===== config.mk =====
export PLATFORM = sky130hd
export DESIGN_NAME = lvds_7to1_tx_mapper
export DESIGN_NICKNAME = d
export VERILOG_FILES = /design/src/rtl/lvds_tx_pkg.sv /design/src/rtl/lvds_tx_lock_sync.sv /design/src/rtl/lvds_7to1_tx_mapper.sv
export SDC_FILE = /design/constraint.sdc
export NUM_CORES = 1
export LEC_CHECK = 0
export BUFFER_PORTS_ARGS = -buffer_cell sky130_fd_sc_hd__buf_2
export CORE_UTILIZATION = 25
export DETAILED_ROUTE_END_ITERATION = 12
export PLACE_DENSITY = 0.54
export SLEW_MARGIN = 5
export SYNTH_ARGS = -nofsm -noshare
export SYNTH_HDL_FRONTEND = slang
export SYNTH_SLANG_ARGS = --single-unit

===== constraint.sdc =====
create_clock -name clk -period 2.37 [get_ports clk]
set_clock_uncertainty 0.05 [all_clocks]
set_input_delay 0 -clock clk [delete_from_list [all_inputs] [get_ports clk]]
set_output_delay 0 -clock clk [all_outputs]
set_load 0.005 [all_outputs]

===== src/rtl/lvds_tx_pkg.sv =====
// Shared types, constant words and the pixel-to-lane bit mapping for the 7:1 LVDS transmit path.
// Latency: none (declarations and a pure function only).
// Backpressure: not applicable.
package lvds_tx_pkg;

    typedef enum logic [1:0] {
        WAIT_LOCK = 2'd0,
        TRAIN     = 2'd1,
        RUN       = 2'd2
    } tx_state_t;

    // Clock lane carries a 4-high/3-low pattern; the same word doubles as the alignment pattern.
    localparam logic [6:0] CLK_PATTERN   = 7'b1100011;
    localparam logic [6:0] TRAIN_PATTERN = 7'b1100011;

    // Returns {lane3, lane2, lane1, lane0}; bit 6 of each lane is serialized first.
    // format 0 = VESA (LSBs on lanes 0-2), 1 = JEIDA (MSBs on lanes 0-2, LSBs on lane 3).
    function automatic logic [27:0] map_pixel(
        input logic        format,
        input logic [23:0] rgb,
        input logic        hs,
        input logic        vs,
        input logic        de
    );
        logic [7:0] r;
        logic [7:0] g;
        logic [7:0] b;
        logic [6:0] l0;
        logic [6:0] l1;
        logic [6:0] l2;
        logic [6:0] l3;
        r = rgb[23:16];
        g = rgb[15:8];
        b = rgb[7:0];
        if (format) begin
            l0 = {g[2], r[7:2]};
            l1 = {b[3:2], g[7:3]};
            l2 = {de, vs, hs, b[7:4]};
            l3 = {1'b0, b[1:0], g[1:0], r[1:0]};
        end else begin
            l0 = {g[0], r[5:0]};
            l1 = {b[1:0], g[5:1]};
            l2 = {de, vs, hs, b[5:2]};
            l3 = {1'b0, b[7:6], g[7:6], r[7:6]};
        end
        return {l3, l2, l1, l0};
    endfunction

endpackage


===== src/rtl/lvds_tx_lock_sync.sv =====
// Synchronizes the asynchronous PLL lock and requires LOCK_HOLD consecutive locked cycles.
// Latency: 2 cycles of synchronizer, then lock_ok pulses after LOCK_HOLD locked cycles.
// Backpressure: none; hold_en low (link not waiting for lock) keeps the counter cleared.
module lvds_tx_lock_sync #(
    parameter int unsigned LOCK_HOLD = 1024
) (
    input  logic clk,
    input  logic rst_n,
    input  logic pll_lock,
    input  logic hold_en,
    output logic lock_s,
    output logic lock_ok
);
    localparam int unsigned CW = (LOCK_HOLD > 1) ? $clog2(LOCK_HOLD + 1) : 1;
    localparam logic [CW-1:0] HOLD_LAST = CW'(LOCK_HOLD - 1);

    logic          lock_meta;
    logic [CW-1:0] hold_cnt;

    // Two-flop synchronizer for the PLL lock level.
    always_ff @(posedge clk or negedge rst_n) begin
        if (!rst_n) begin
            lock_meta <= 1'b0;
            lock_s    <= 1'b0;
        end else begin
            lock_meta <= pll_lock;
            lock_s    <= lock_meta;
        end
    end

    // Consecutive-lock counter; any drop or leaving the wait state restarts it.
    always_ff @(posedge clk or negedge rst_n) begin
        if (!rst_n) begin
            hold_cnt <= '0;
        end else if (!lock_s || !hold_en || hold_cnt == HOLD_LAST) begin
            hold_cnt <= '0;
        end else begin
            hold_cnt <= hold_cnt + 1'b1;
        end
    end

    assign lock_ok = hold_en && lock_s && (hold_cnt == HOLD_LAST);

endmodule


===== src/rtl/lvds_7to1_tx_mapper.sv =====
// Pixel-clock front end of the 7:1 LVDS transmitter: lock gating, training, pixel-to-lane mapping.
// Latency: 1 cycle from accepted pixel to lane outputs; all outputs registered.
// Backpressure: s_ready is high only in RUN; idle cycles there send blanking words.
module lvds_7to1_tx_mapper
    import lvds_tx_pkg::*;
#(
    parameter int unsigned FORMAT       = 0,
    parameter int unsigned LOCK_HOLD    = 1024,
    parameter int unsigned TRAIN_CYCLES = 256
) (
    input  logic        clk,
    input  logic        rst_n,
    input  logic        pll_lock,
    input  logic        s_valid,
    output logic        s_ready,
    input  logic [23:0] s_rgb,
    input  logic        s_hs,
    input  logic        s_vs,
    input  logic        s_de,
    output logic [6:0]  tx_lane0,
    output logic [6:0]  tx_lane1,
    output logic [6:0]  tx_lane2,
    output logic [6:0]  tx_lane3,
    output logic [6:0]  tx_clk_lane,
    output logic        link_up,
    output logic [15:0] underflow_cnt
);
    localparam logic FMT_JEIDA = (FORMAT != 0);
    localparam int unsigned TW = (TRAIN_CYCLES > 1) ? $clog2(TRAIN_CYCLES + 1) : 1;
    localparam logic [TW-1:0] TRAIN_LAST = TW'(TRAIN_CYCLES - 1);

    tx_state_t     state_q;
    tx_state_t     state_d;
    logic [TW-1:0] train_cnt;
    logic          lock_s;
    logic          lock_ok;
    logic          accept;
    logic          last_hs;
    logic          last_vs;
    logic          last_de;
    logic [27:0]   lane_word_d;

    lvds_tx_lock_sync #(
        .LOCK_HOLD (LOCK_HOLD)
    ) u_lock_sync (
        .clk      (clk),
        .rst_n    (rst_n),
        .pll_lock (pll_lock),
        .hold_en  (state_q == WAIT_LOCK),
        .lock_s   (lock_s),
        .lock_ok  (lock_ok)
    );

    // s_ready mirrors RUN, so this is exactly a RUN-state handshake.
    assign accept = s_valid && s_ready;

    // State register.
    always_ff @(posedge clk or negedge rst_n) begin
        if (!rst_n) begin
            state_q <= WAIT_LOCK;
        end else begin
            state_q <= state_d;
        end
    end

    // Next state: lock loss from TRAIN or RUN wins over everything else.
    always_comb begin
        state_d = state_q;
        case (state_q)
            WAIT_LOCK: if (lock_ok) state_d = TRAIN;
            TRAIN: begin
                if (!lock_s) begin
                    state_d = WAIT_LOCK;
                end else if (train_cnt == TRAIN_LAST) begin
                    state_d = RUN;
                end
            end
            RUN:       if (!lock_s) state_d = WAIT_LOCK;
            default:   state_d = WAIT_LOCK;
        endcase
    end

    // Training length counter, running only while staying in TRAIN.
    always_ff @(posedge clk or negedge rst_n) begin
        if (!rst_n) begin
            train_cnt <= '0;
        end else if (state_q == TRAIN && state_d == TRAIN) begin
            train_cnt <= train_cnt + 1'b1;
        end else begin
            train_cnt <= '0;
        end
    end

    // Status flags and the sync/DE history used for blanking and underflow detection.
    always_ff @(posedge clk or negedge rst_n) begin
        if (!rst_n) begin
            s_ready     <= 1'b0;
            link_up     <= 1'b0;
            tx_clk_lane <= '0;
            last_hs     <= 1'b0;
            last_vs     <= 1'b0;
            last_de     <= 1'b0;
        end else begin
            s_ready     <= (state_d == RUN);
            link_up     <= (state_d == RUN);
            tx_clk_lane <= CLK_PATTERN;
            if (accept) begin
                last_hs <= s_hs;
                last_vs <= s_vs;
            end
            if (state_d != RUN) begin
                last_de <= 1'b0;
            end else if (accept) begin
                last_de <= s_de;
            end
        end
    end

    // Lane word for the coming cycle, chosen from the state being entered.
    always_comb begin
        lane_word_d = '0;
        case (state_d)
            TRAIN: lane_word_d = {4{TRAIN_PATTERN}};
            RUN: begin
                if (accept) begin
                    lane_word_d = map_pixel(FMT_JEIDA, s_rgb, s_hs, s_vs, s_de);
                end else begin
                    lane_word_d = map_pixel(FMT_JEIDA, 24'h0, last_hs, last_vs, 1'b0);
                end
            end
            default: lane_word_d = '0;
        endcase
    end

    // Lane output registers.
    always_ff @(posedge clk or negedge rst_n) begin
        if (!rst_n) begin
            tx_lane0 <= '0;
            tx_lane1 <= '0;
            tx_lane2 <= '0;
            tx_lane3 <= '0;
        end else begin
            tx_lane0 <= lane_word_d[6:0];
            tx_lane1 <= lane_word_d[13:7];
            tx_lane2 <= lane_word_d[20:14];
            tx_lane3 <= lane_word_d[27:21];
        end
    end

    // Mid-line starvation counter: idle RUN cycle while the last beat was active video.
    always_ff @(posedge clk or negedge rst_n) begin
        if (!rst_n) begin
            underflow_cnt <= '0;
        end else if (state_q == RUN && !s_valid && last_de && underflow_cnt != 16'hFFFF) begin
            underflow_cnt <= underflow_cnt + 16'd1;
        end
    end

endmodule


==> flow_summary.json, run 1 <==
{
  "irDropWorstVdd_mv": 0.344,
  "critPathSlowestCell": "dfrtp_1",
  "grt_pass1_wl_um": 11000,
  "finalNetCount": 440,
  "avgSynthCellArea_um2": 11.1,
  "hp-start": "pll_lock",
  "ant_nets": 0,
  "status": "finished, final reports clean",
  "seq_area_frac_synth_pct": 59.7,
  "rsz0062_at_grt": "yes",
  "die-area_um2": 12700,
  "routedWlPerCell_um": 11.9,
  "final_max_slew_viol_count": 0,
  "insertion_delay_ns": 0.34,
  "path_buf_inv": 2,
  "holdPathEnd": "u_lock_sync.lock_meta$_DFF_PN0_",
  "period_minus_slack_ns": 2.21,
  "antenna_cells": 0,
  "clkSinkCount": 73,
  "vias": 2336,
  "ff2ff_path_depth": 13,
  "cp.required_ns": 2.59,
  "dpl.hpwl_um": 4290,
  "async_flop_share_pct": 100,
  "min_path_cells": 2,
  "drc": 0,
  "p_per_area_nw_per_um2": 665,
  "path_clk_slew_ns": 0.06,
  "ff2ff_setup_slack_ns": 0.16,
  "dr.pass1.iters": 4,
  "critical_path.top_delay_family": "simple AND/OR/NAND/NOR gates",
  "cts_buffer_depth": 2,
  "place.gp.congestion": 0.728,
  "period_share_pct": 93.4,
  "end_kind": "register",
  "path_max_fanout": 5,
  "routed_wl_um": 6610,
  "tritoncts": "done",
  "setup_viol": 0,
  "critPathArrivalTime_ns": 2.43,
  "die_x_um": 113,
  "synth-seq-cells": 73,
  "syn_inst": 276,
  "final_hold_viol_count": 0,
  "ys_dominant_reg_cell": "dfrtp_1",
  "dpl_worst_slack_ns": 0.00964,
  "fp.dieH_um": 113,
  "reg2reg_to": "tx_lane0[5]$_DFF_PN0_",
  "syn_area_um2": 3060,
  "grt_usage_pct": 11.2,
  "hold_path.class": "input pin to register",
  "start_kind": "register",
  "criticalPathCategory": "register to register",
  "synth_cell_types": 37,
  "htreeDepth": 3,
  "maxCapViolCount": 0,
  "worstPathCellList": "ha_2 -> nand3_2 -> nor3_2 -> ha_2 -> and2_4 -> o21ai_2 -> inv_2 -> ha_4 -> nand2b_4 -> nor2_4 -> buf_4 -> nand2_1 -> nand2_1",
  "worstMarginPinSlew_ns": 0.917,
  "root_buffer": "clkbuf_16",
  "holdWs_ns": 0.269,
  "coreArea_um2": 12000,
  "fmax_mhz": 452,
  "fillers": 1149,
  "ioPinCount": 84,
  "start_util_pct": 25.6,
  "worst_r2r_startpoint": "train_cnt[0]$_DFF_PN0_",
  "yosysWarnings": 0,
  "drtIter0Drc": 93,
  "slew_headroom_pct": 38.9,
  "grt.overflow.total": 0,
  "synth_edf_count": 0,
  "drive_gt1_share_pct": 32.4,
  "setup_slack_ns": 0.157,
  "port_buffers": 80,
  "syn2layout_area_growth_pct": 44.1,
  "slowest_delay_ns": 0.39,
  "route.detailed.vias_per_inst": 4.22,
  "numCtsBuffers": 9,
  "row_count": 40,
  "p_leak_nw": 2.28,
  "grt_pass1_vias": 2390,
  "grt_max_degree": 74,
  "antenna_found_initial": 0
}
through the flow:
step | std cells | TNS (ns) | util [%] | area [µm²] | total power, W
6_report | 554 | 0 | 36.8 | 4410 | 0.00293
3_5_place_dp | 503 | 0 | 30.5 | 3650 | 0.00135
5_1_grt | 554 | -0.411 | 36.8 | 4410 | 0.00303
3_3_place_gp | 503 | 0 | 30.5 | 3650 | 0.00135
4_1_cts | 549 | -0.0151 | 35.9 | 4300 | 0.00299
2_1_floorplan | 278 | 0 | - | 3070 | 0.00130
synthesized netlist by cell type (4+ instances only):
cell type / count / area (µm²)
inv_1: 8 / 30.0
and3_1: 4 / 25.0
nor2_1: 25 / 93.8
nand2_1: 42 / 158
xor2_1: 9 / 78.8
nand2b_1: 5 / 31.3
xnor2_1: 14 / 123
a21oi_1: 7 / 35.0
nand4_1: 5 / 31.3
buf_4: 9 / 67.6
ha_1: 7 / 87.6
nor3_1: 4 / 20.0
nand3_1: 13 / 65.1
and2_1: 12 / 75.1
a211oi_1: 4 / 30.0
dfrtp_1: 73 / 1830
cell usage in the layout (no fill, tap or decap), drive strengths merged, types with 3 or more instances in the layout:
cell type	instances
nand2b	5
nand4	5
nor3	5
xnor2	14
mux2	4
a21oi	7
nand3	14
a31oi	3
inv	9
and3	4
clkbuf	10
a211oi	4
ha	7
bufinv	3
buf	95
nand4b	3
dlygate4sd3	30
and2	12
o21ai	3
conb	4
dfrtp	73
xor2	9
nor2	25
nand2	42
area by class of cell:
cell class | instances | area (µm²) | share of cell area (%)
Clock buffer | 10 | 229 | 5.20
Clock inverter | 6 | 115 | 2.61
Inverter | 8 | 30.0 | 0.682
Multi-Input combinational cell | 185 | 1190 | 27.1
Sequential cell | 73 | 1830 | 41.5
Tap cell | 147 | 184 | 4.17
Timing Repair Buffer | 125 | 827 | 18.8
kinds of logic after synthesis:
family	share of synthesized area, %
AOI/OAI and AO/OA	4.17
xor gates and xnor gates	6.59
adders and majority gates	2.86
buffers and inverters	3.56
DFF	59.7
muxes	1.60
other	0.246
and+or+nand+nor	21.2
worst register-to-register path: stages, from the launching register on:
cell	delay [ns]
dfrtp_1	0.39
ha_2	0.19
nand3_2	0.08
nor3_2	0.04
ha_2	0.19
and2_4	0.13
o21ai_2	0.16
inv_2	0.07
ha_4	0.21
nand2b_4	0.16
nor2_4	0.19
buf_4	0.17
nand2_1	0.05
nand2_1	0.06
registers in the layout (all words and copies together) (netlist names):
register,count
last_de,1
last_hs,1
last_vs,1
link_up,1
state_q,2
train_cnt,9
tx_clk_lane,1
tx_lane0,7
tx_lane1,7
tx_lane2,7
tx_lane3,7
u_lock_sync.hold_cnt,11
u_lock_sync.lock_meta,1
u_lock_sync.lock_s,1
underflow_cnt,16
where the power goes:
group / total, W / internal (W) / switching, W
sequential: 0.00126 / 0.00125 / 0.00000525
combinational: 0.000106 / 0.0000584 / 0.0000472
clock: 0.00157 / 0.00103 / 0.000534
total: 0.00293 / 0.00235 / 0.000586
routing by layer:
layer	vias to the layer above	global-route usage [%]	part of all wire [%]
met3	9	4.21	5.0
li1	1154	-	-
met2	60	19.0	50
met1	1113	12.5	44
met4	0	4.80	1.6
met5	-	0	0
how the worst max path moves through the flow:
stage,start,to,slack [ns],cells past startpoint
floorplan,train_cnt[0]$_DFF_PN0_,tx_lane0[0]$_DFF_PN0_,0.009,13
global placement,train_cnt[0]$_DFF_PN0_,tx_lane1[2]$_DFF_PN0_,0.06,12
detailed placement,train_cnt[0]$_DFF_PN0_,tx_lane1[1]$_DFF_PN0_,0.01,13
CTS,train_cnt[0]$_DFF_PN0_,tx_lane2[3]$_DFF_PN0_,-0.01,12
global route,train_cnt[0]$_DFF_PN0_,tx_lane2[0]$_DFF_PN0_,-0.04,12
finish,train_cnt[0]$_DFF_PN0_,tx_lane0[5]$_DFF_PN0_,0.16,13
what timing repair did:
action | CTS | global route
gates cloned | 0 | 2
endpoints found under the hold margin | 104 | 0
buffers inserted | 0 | 3
resized for setup | 1 | 19
hold buffers | 30 | 0
endpoints found under the setup margin | 11 | 26
pin swaps | 0 | 4
Power figures use the tool's default switching activity.
==> run 2, diff against run 1 <==
--- a/config.mk
+++ b/config.mk
@@ -7,7 +7,9 @@
 export LEC_CHECK = 0
 export BUFFER_PORTS_ARGS = -buffer_cell sky130_fd_sc_hd__buf_2
 export CORE_UTILIZATION = 25
+export CTS_CLUSTER_SIZE = 10
 export DETAILED_ROUTE_END_ITERATION = 12
+export MAX_ROUTING_LAYER = met4
 export PLACE_DENSITY = 0.54
 export SLEW_MARGIN = 5
 export SYNTH_ARGS = -nofsm -noshare
==> run 2 against run 1 <==
Against the previous run:
- clock power about the same
- first-iteration DRC count increased by 20%
- setup slack got worse by 0.00095 ns
- non-clock buffer count stayed put
- combinational power about the same
- power barely moved
- via count down 0.47%
- critical path type unchanged
==> flow_summary.json, run 2 (synthesized netlist as in run 1, its figures left out) <==
{
  "start_kind": "register",
  "mostFrequentLayoutCells": "buf_2, dfrtp_1, nand2_1",
  "insertion_delay_ns": 0.34,
  "route.detailed.vias_per_inst": 4.20,
  "start_util_pct": 25.6,
  "vias": 2325,
  "dpl.hpwl_um": 4290,
  "path_clk_slew_ns": 0.06,
  "p_leak_nw": 2.28,
  "antenna_found_initial": 0,
  "ioPinCount": 84,
  "period_minus_slack_ns": 2.21,
  "final_hold_viol_count": 0,
  "p_per_area_nw_per_um2": 665,
  "numCtsBuffers": 9,
  "maxCapViolCount": 0,
  "syn2layout_area_growth_pct": 44.1,
  "ant_nets": 0,
  "setup_viol": 0,
  "drtIter0Drc": 112,
  "slowest_delay_ns": 0.39,
  "criticalPathCategory": "register to register",
  "path_max_fanout": 5,
  "row_count": 40,
  "htreeDepth": 3,
  "port_buffers": 80,
  "cp.required_ns": 2.59,
  "die-area_um2": 12700,
  "met1_usage_pct": 12.6,
  "critical_path.top_delay_family": "simple AND/OR/NAND/NOR gates",
  "final_max_slew_viol_count": 0,
  "grt_usage_pct": 11.6,
  "coreArea_um2": 12000,
  "setup_slack_ns": 0.156,
  "antenna_cells": 0,
  "die_x_um": 113,
  "instances_no_fill": 554,
  "clkSinkCount": 73,
  "grt.busiest_layer": "met2",
  "dpl_worst_slack_ns": 0.00964,
  "worstMarginPinSlew_ns": 0.916,
  "critPathSlowestCell": "dfrtp_1",
  "place_inst": 503,
  "largestRegisters": "underflow_cnt: 16 flops, u_lock_sync.hold_cnt: 11 flops, train_cnt: 9 flops",
  "rsz0062_at_grt": "yes",
  "root_buffer": "clkbuf_16",
  "place.gp.congestion": 0.737,
  "grt_max_degree": 74,
  "drc": 0,
  "slew_headroom_pct": 39.0,
  "tritoncts": "done",
  "grt_util_met2_pct": 19.1,
  "grt_pass1_vias": 2390,
  "dr.pass1.iters": 4,
  "critPathArrivalTime_ns": 2.43,
  "path_buf_inv": 2,
  "hold_path.class": "input pin to register",
  "layout_commonest_cell": "buf_2",
  "period_share_pct": 93.4,
  "end_kind": "register",
  "grt_pass1_wl_um": 11000,
  "routedWlPerCell_um": 12.0,
  "finalNetCount": 440,
  "fmax_mhz": 452,
  "irDropWorstVdd_mv": 0.345,
  "worstPathCellList": "ha_2 -> nand3_2 -> nor3_2 -> ha_2 -> and2_4 -> o21ai_2 -> inv_2 -> ha_4 -> nand2b_4 -> nor2_4 -> buf_4 -> nand2_1 -> nand2_1",
  "regMostFlops": "underflow_cnt",
  "cts_buffer_depth": 2,
  "fillers": 1149,
  "drive_gt1_share_pct": 32.4,
  "status": "finished, final reports clean",
  "grt.overflow.total": 0,
  "largest_register_ffs": 16,
  "met3_usage_pct": 4.16,
  "fp.dieH_um": 113,
  "routed_wl_um": 6620
}
[run 2: cell counts in the layout (fill, tap and decap cells not counted)]
Identical to the previous run, type by type.
[run 2: worst register-to-register path, stage by stage (launching register included)]
cell      delay [ns]
dfrtp_1         0.39
ha_2            0.19
nand3_2         0.08
nor3_2          0.04
ha_2            0.19
and2_4          0.13
o21ai_2         0.16
inv_2           0.07
ha_4            0.21
nand2b_4        0.16
nor2_4          0.19
buf_4           0.17
nand2_1         0.05
nand2_1         0.06
[run 2: cell type report]
class,instances,area [µm²],share of cell area (%)
Sequential cell,73,1830,41.5
Clock buffer,10,229,5.20
Clock inverter,6,115,2.61
Multi-Input combinational cell,185,1190,27.1
Timing Repair Buffer,125,827,18.8
Inverter,8,30.0,0.682
Tap cell,147,184,4.17
[run 2: final timing paths]
check	from	endpoint	slack (ns)	cells past startpoint
setup / recovery	train_cnt[0]$_DFF_PN0_	tx_lane0[5]$_DFF_PN0_	0.16	13
hold / removal	pll_lock	u_lock_sync.lock_meta$_DFF_PN0_	0.27	2
setup reg to reg	train_cnt[0]$_DFF_PN0_	tx_lane0[5]$_DFF_PN0_	0.16	13
hold reg to reg	u_lock_sync.lock_meta$_DFF_PN0_	u_lock_sync.lock_s$_DFF_PN0_	0.29	0
max in group asynchronous	rst_n	underflow_cnt[6]$_DFFE_PN0P_	1.38	2
min in group asynchronous	rst_n	tx_lane1[0]$_DFF_PN0_	0.30	2
[run 2: power by group]
group / switching (W) / total (W) / leakage (nW) / internal [W]
registers: 0.00000524 / 0.00126 / 1.00 / 0.00125
clock network: 0.000533 / 0.00157 / 0.163 / 0.00103
logic: 0.0000472 / 0.000106 / 1.12 / 0.0000584
[run 2: what timing repair did]
item / 4_1_cts / 5_1_grt
resized for setup: 1 / 19
setup buffers: 0 / 3
endpoints found under the hold margin: 104 / 0
setup endpoints to repair: 11 / 26
gates cloned: 0 / 2
pin swaps: 0 / 4
hold buffers: 30 / 0
[run 2: routing by layer]
metal | wire length, µm | share of wire [%] | up-vias
li1 | - | - | 1152
met1 | 2910 | 44 | 1100
met2 | 3290 | 50 | 64
met3 | 320 | 4.8 | 9
met4 | 101 | 1.5 | 0
met5 | 0 | 0 | -
[run 2: through the flow]
| stage | cell area [µm²] | setup TNS (ns) | total power (W) | utilization (%) | hold slack (ns) |
|---|---|---|---|---|---|
| after floorplan | 3070 | 0 | 0.00130 | - | -0.346 |
| final | 4410 | 0 | 0.00293 | 36.8 | 0.270 |
| after CTS | 4300 | -0.0151 | 0.00299 | 35.9 | 0.251 |
| after global placement | 3650 | 0 | 0.00135 | 30.5 | 0.0616 |
| after detailed placement | 3650 | 0 | 0.00135 | 30.5 | 0.0618 |
| after global routing | 4410 | -0.411 | 0.00304 | 36.8 | 0.265 |
==> run 3, diff against run 2 <==
--- a/config.mk
+++ b/config.mk
@@ -5,13 +5,12 @@
 export SDC_FILE = /design/constraint.sdc
 export NUM_CORES = 1
 export LEC_CHECK = 0
-export BUFFER_PORTS_ARGS = -buffer_cell sky130_fd_sc_hd__buf_2
 export CORE_UTILIZATION = 25
 export CTS_CLUSTER_SIZE = 10
 export DETAILED_ROUTE_END_ITERATION = 12
+export DONT_BUFFER_PORTS = 1
 export MAX_ROUTING_LAYER = met4
-export PLACE_DENSITY = 0.54
-export SLEW_MARGIN = 5
+export PLACE_DENSITY = 0.48
 export SYNTH_ARGS = -nofsm -noshare
 export SYNTH_HDL_FRONTEND = slang
 export SYNTH_SLANG_ARGS = --single-unit
==> constraint.sdc (replaced) <==
create_clock -name clk -period 1.78 [get_ports clk]
set_clock_uncertainty 0.05 [all_clocks]
set_input_delay 0 -clock clk [delete_from_list [all_inputs] [get_ports clk]]
set_output_delay 0 -clock clk [all_outputs]
set_load 0.005 [all_outputs]
==> run 3 against run 2 <==
Against the previous run:
- the flow now finishes with violations (DRC, setup timing)
- combinational power rose by 22%
- setup slack got worse by 0.55 ns
- wire length rose by 1.8%
- critical path type unchanged
- critical endpoint is now tx_lane0[1]$_DFF_PN0_
- largest cell class unchanged
- highest routed layer unchanged
==> flow_summary.json, run 3 (synthesized netlist as in run 1, its figures left out) <==
{
  "grt.overflow.total": 0,
  "final_hold_viol_count": 0,
  "p_leak_nw": 2.10,
  "die_x_um": 113,
  "dr.pass1.iters": 8,
  "met1_usage_pct": 12.6,
  "htreeDepth": 3,
  "largestRegisters": "underflow_cnt: 16 flops, u_lock_sync.hold_cnt: 11 flops, train_cnt: 9 flops",
  "fp.dieH_um": 113,
  "clkSinkCount": 73,
  "status": "finished with violations",
  "start_kind": "register",
  "hold_path.class": "input pin to register",
  "worstPathCellList": "ha_2 -> nand3_4 -> nor3_2 -> ha_2 -> and2_4 -> o21ai_4 -> inv_2 -> ha_4 -> nand2b_4 -> nor2_4 -> buf_12 -> nand2_1 -> nand2_1",
  "met3_usage_pct": 4.43,
  "die-area_um2": 12700,
  "drive_gt1_share_pct": 28.0,
  "mostFrequentLayoutCells": "dfrtp_1, nand2_1, buf_4",
  "finalNetCount": 394,
  "period_minus_slack_ns": 2.17,
  "period_share_pct": 122,
  "critPathSlowestCell": "dfrtp_1",
  "insertion_delay_ns": 0.33,
  "drc": 1,
  "coreArea_um2": 12000,
  "dpl.hpwl_um": 4240,
  "p_total_w": 0.00372,
  "antenna_found_initial": 0,
  "end_kind": "register",
  "grt_usage_pct": 11.6,
  "cts_buffer_depth": 2,
  "p_per_area_nw_per_um2": 838,
  "cp.required_ns": 1.99,
  "rsz0062_at_grt": "yes",
  "place.gp.congestion": 0.740,
  "root_buffer": "clkbuf_16",
  "ant_nets": 0,
  "grt_max_degree": 74,
  "drtIter0Drc": 85,
  "maxCapViolCount": 0,
  "dpl_worst_slack_ns": -0.432,
  "route.detailed.vias_per_inst": 4.38,
  "setup_slack_ns": -0.390,
  "row_count": 40,
  "routed_wl_um": 6740,
  "tritoncts": "done",
  "layout_commonest_cell": "dfrtp_1",
  "critPathArrivalTime_ns": 2.38,
  "vias": 2223,
  "path_clk_slew_ns": 0.06,
  "holdWs_ns": 0.157,
  "slowest_delay_ns": 0.39,
  "numCtsBuffers": 9,
  "irDropWorstVdd_mv": 0.520,
  "final_max_slew_viol_count": 0,
  "fin_area_um2": 4440,
  "path_max_fanout": 15,
  "routedWlPerCell_um": 13.3,
  "setup_viol": 38,
  "grt_pass1_wl_um": 11100,
  "placed_cell_area_um2": 3520,
  "grt.busiest_layer": "met2",
  "grt_pass1_vias": 2440,
  "antenna_cells": 0,
  "start_util_pct": 25.6,
  "grt_util_met2_pct": 19.1,
  "tns_ns": -12.46,
  "ioPinCount": 84,
  "violations": "DRC, setup timing",
  "fmax_mhz": 461,
  "criticalPathCategory": "register to register",
  "syn2layout_area_growth_pct": 45.0,
  "largest_register_ffs": 16,
  "regMostFlops": "underflow_cnt",
  "port_buffers": 0
}
[run 3: cell types whose count changed in the layout (fill, tap and decap cells not counted), moves of 2 or more]
| cell | before | now |
|---|---|---|
| buf_2 | 79 | 0 |
| buf_4 | 13 | 39 |
| nor2_1 | 24 | 18 |
| nor2_4 | 1 | 6 |
| buf_12 | 0 | 3 |
| buf_6 | 3 | 5 |
| ha_1 | 4 | 2 |
| ha_4 | 1 | 3 |
| nand2_1 | 42 | 40 |
| nand2b_1 | 4 | 2 |
[run 3: worst paths after layout]
check | start | end | slack [ns] | cells after the start
setup / recovery | train_cnt[1]$_DFF_PN0_ | tx_lane0[1]$_DFF_PN0_ | -0.39 | 13
hold / removal | s_valid | underflow_cnt[2]$_DFFE_PN0P_ | 0.16 | 3
setup reg to reg | train_cnt[1]$_DFF_PN0_ | tx_lane0[1]$_DFF_PN0_ | -0.39 | 13
hold reg to reg | u_lock_sync.lock_meta$_DFF_PN0_ | u_lock_sync.lock_s$_DFF_PN0_ | 0.30 | 0
max in group asynchronous | rst_n | tx_lane1[4]$_DFF_PN0_ | 1.21 | 2
min in group asynchronous | rst_n | underflow_cnt[13]$_DFFE_PN0P_ | 0.18 | 2
[run 3: layout make-up]
cell class	count	area, µm²
clock buffer	10	229
clock inverter	6	90.1
fill	1164	7530
inverter	8	32.5
timing repair buffer	79	762
tap	147	184
sequential	73	1830
multi-input combinational	185	1310
[run 3: stage by stage]
| stage | utilization, % | cells |
|---|---|---|
| final | 37.1 | 508 |
| after global routing | 37.1 | 508 |
| after CTS | 35.8 | 503 |
| after detailed placement | 29.4 | 449 |
| after global placement | 29.4 | 449 |
| after floorplan | - | 278 |
[run 3: critical path, delay by kind of cell (launching register included)]
kind | cells | cell delay (ns)
adders and majority gates | 3 | 0.64
and+or+nand+nor | 7 | 0.66
DFF | 1 | 0.39
AOI/OAI and AO/OA | 1 | 0.15
buffers and inverters | 2 | 0.22
[run 3: repair_timing]
item,CTS,global route
setup endpoints to repair,38,38
setup buffers,10,5
hold buffers,29,2
hold endpoints to repair,104,73
gates resized for setup,20,19
pin swaps,2,7
gates cloned,0,1
[run 3: layer usage]
layer	part of all wire, %	vias up
li1	-	1064
met1	41	1078
met3	6.5	9
met5	0	-
met2	51	72
met4	1.7	0
[run 3: power by group]
group	internal (W)	switching, W	total, W
Sequential	0.00167	0.00000645	0.00168
Clock	0.00123	0.000680	0.00191
Combinational	0.0000687	0.0000606	0.000129
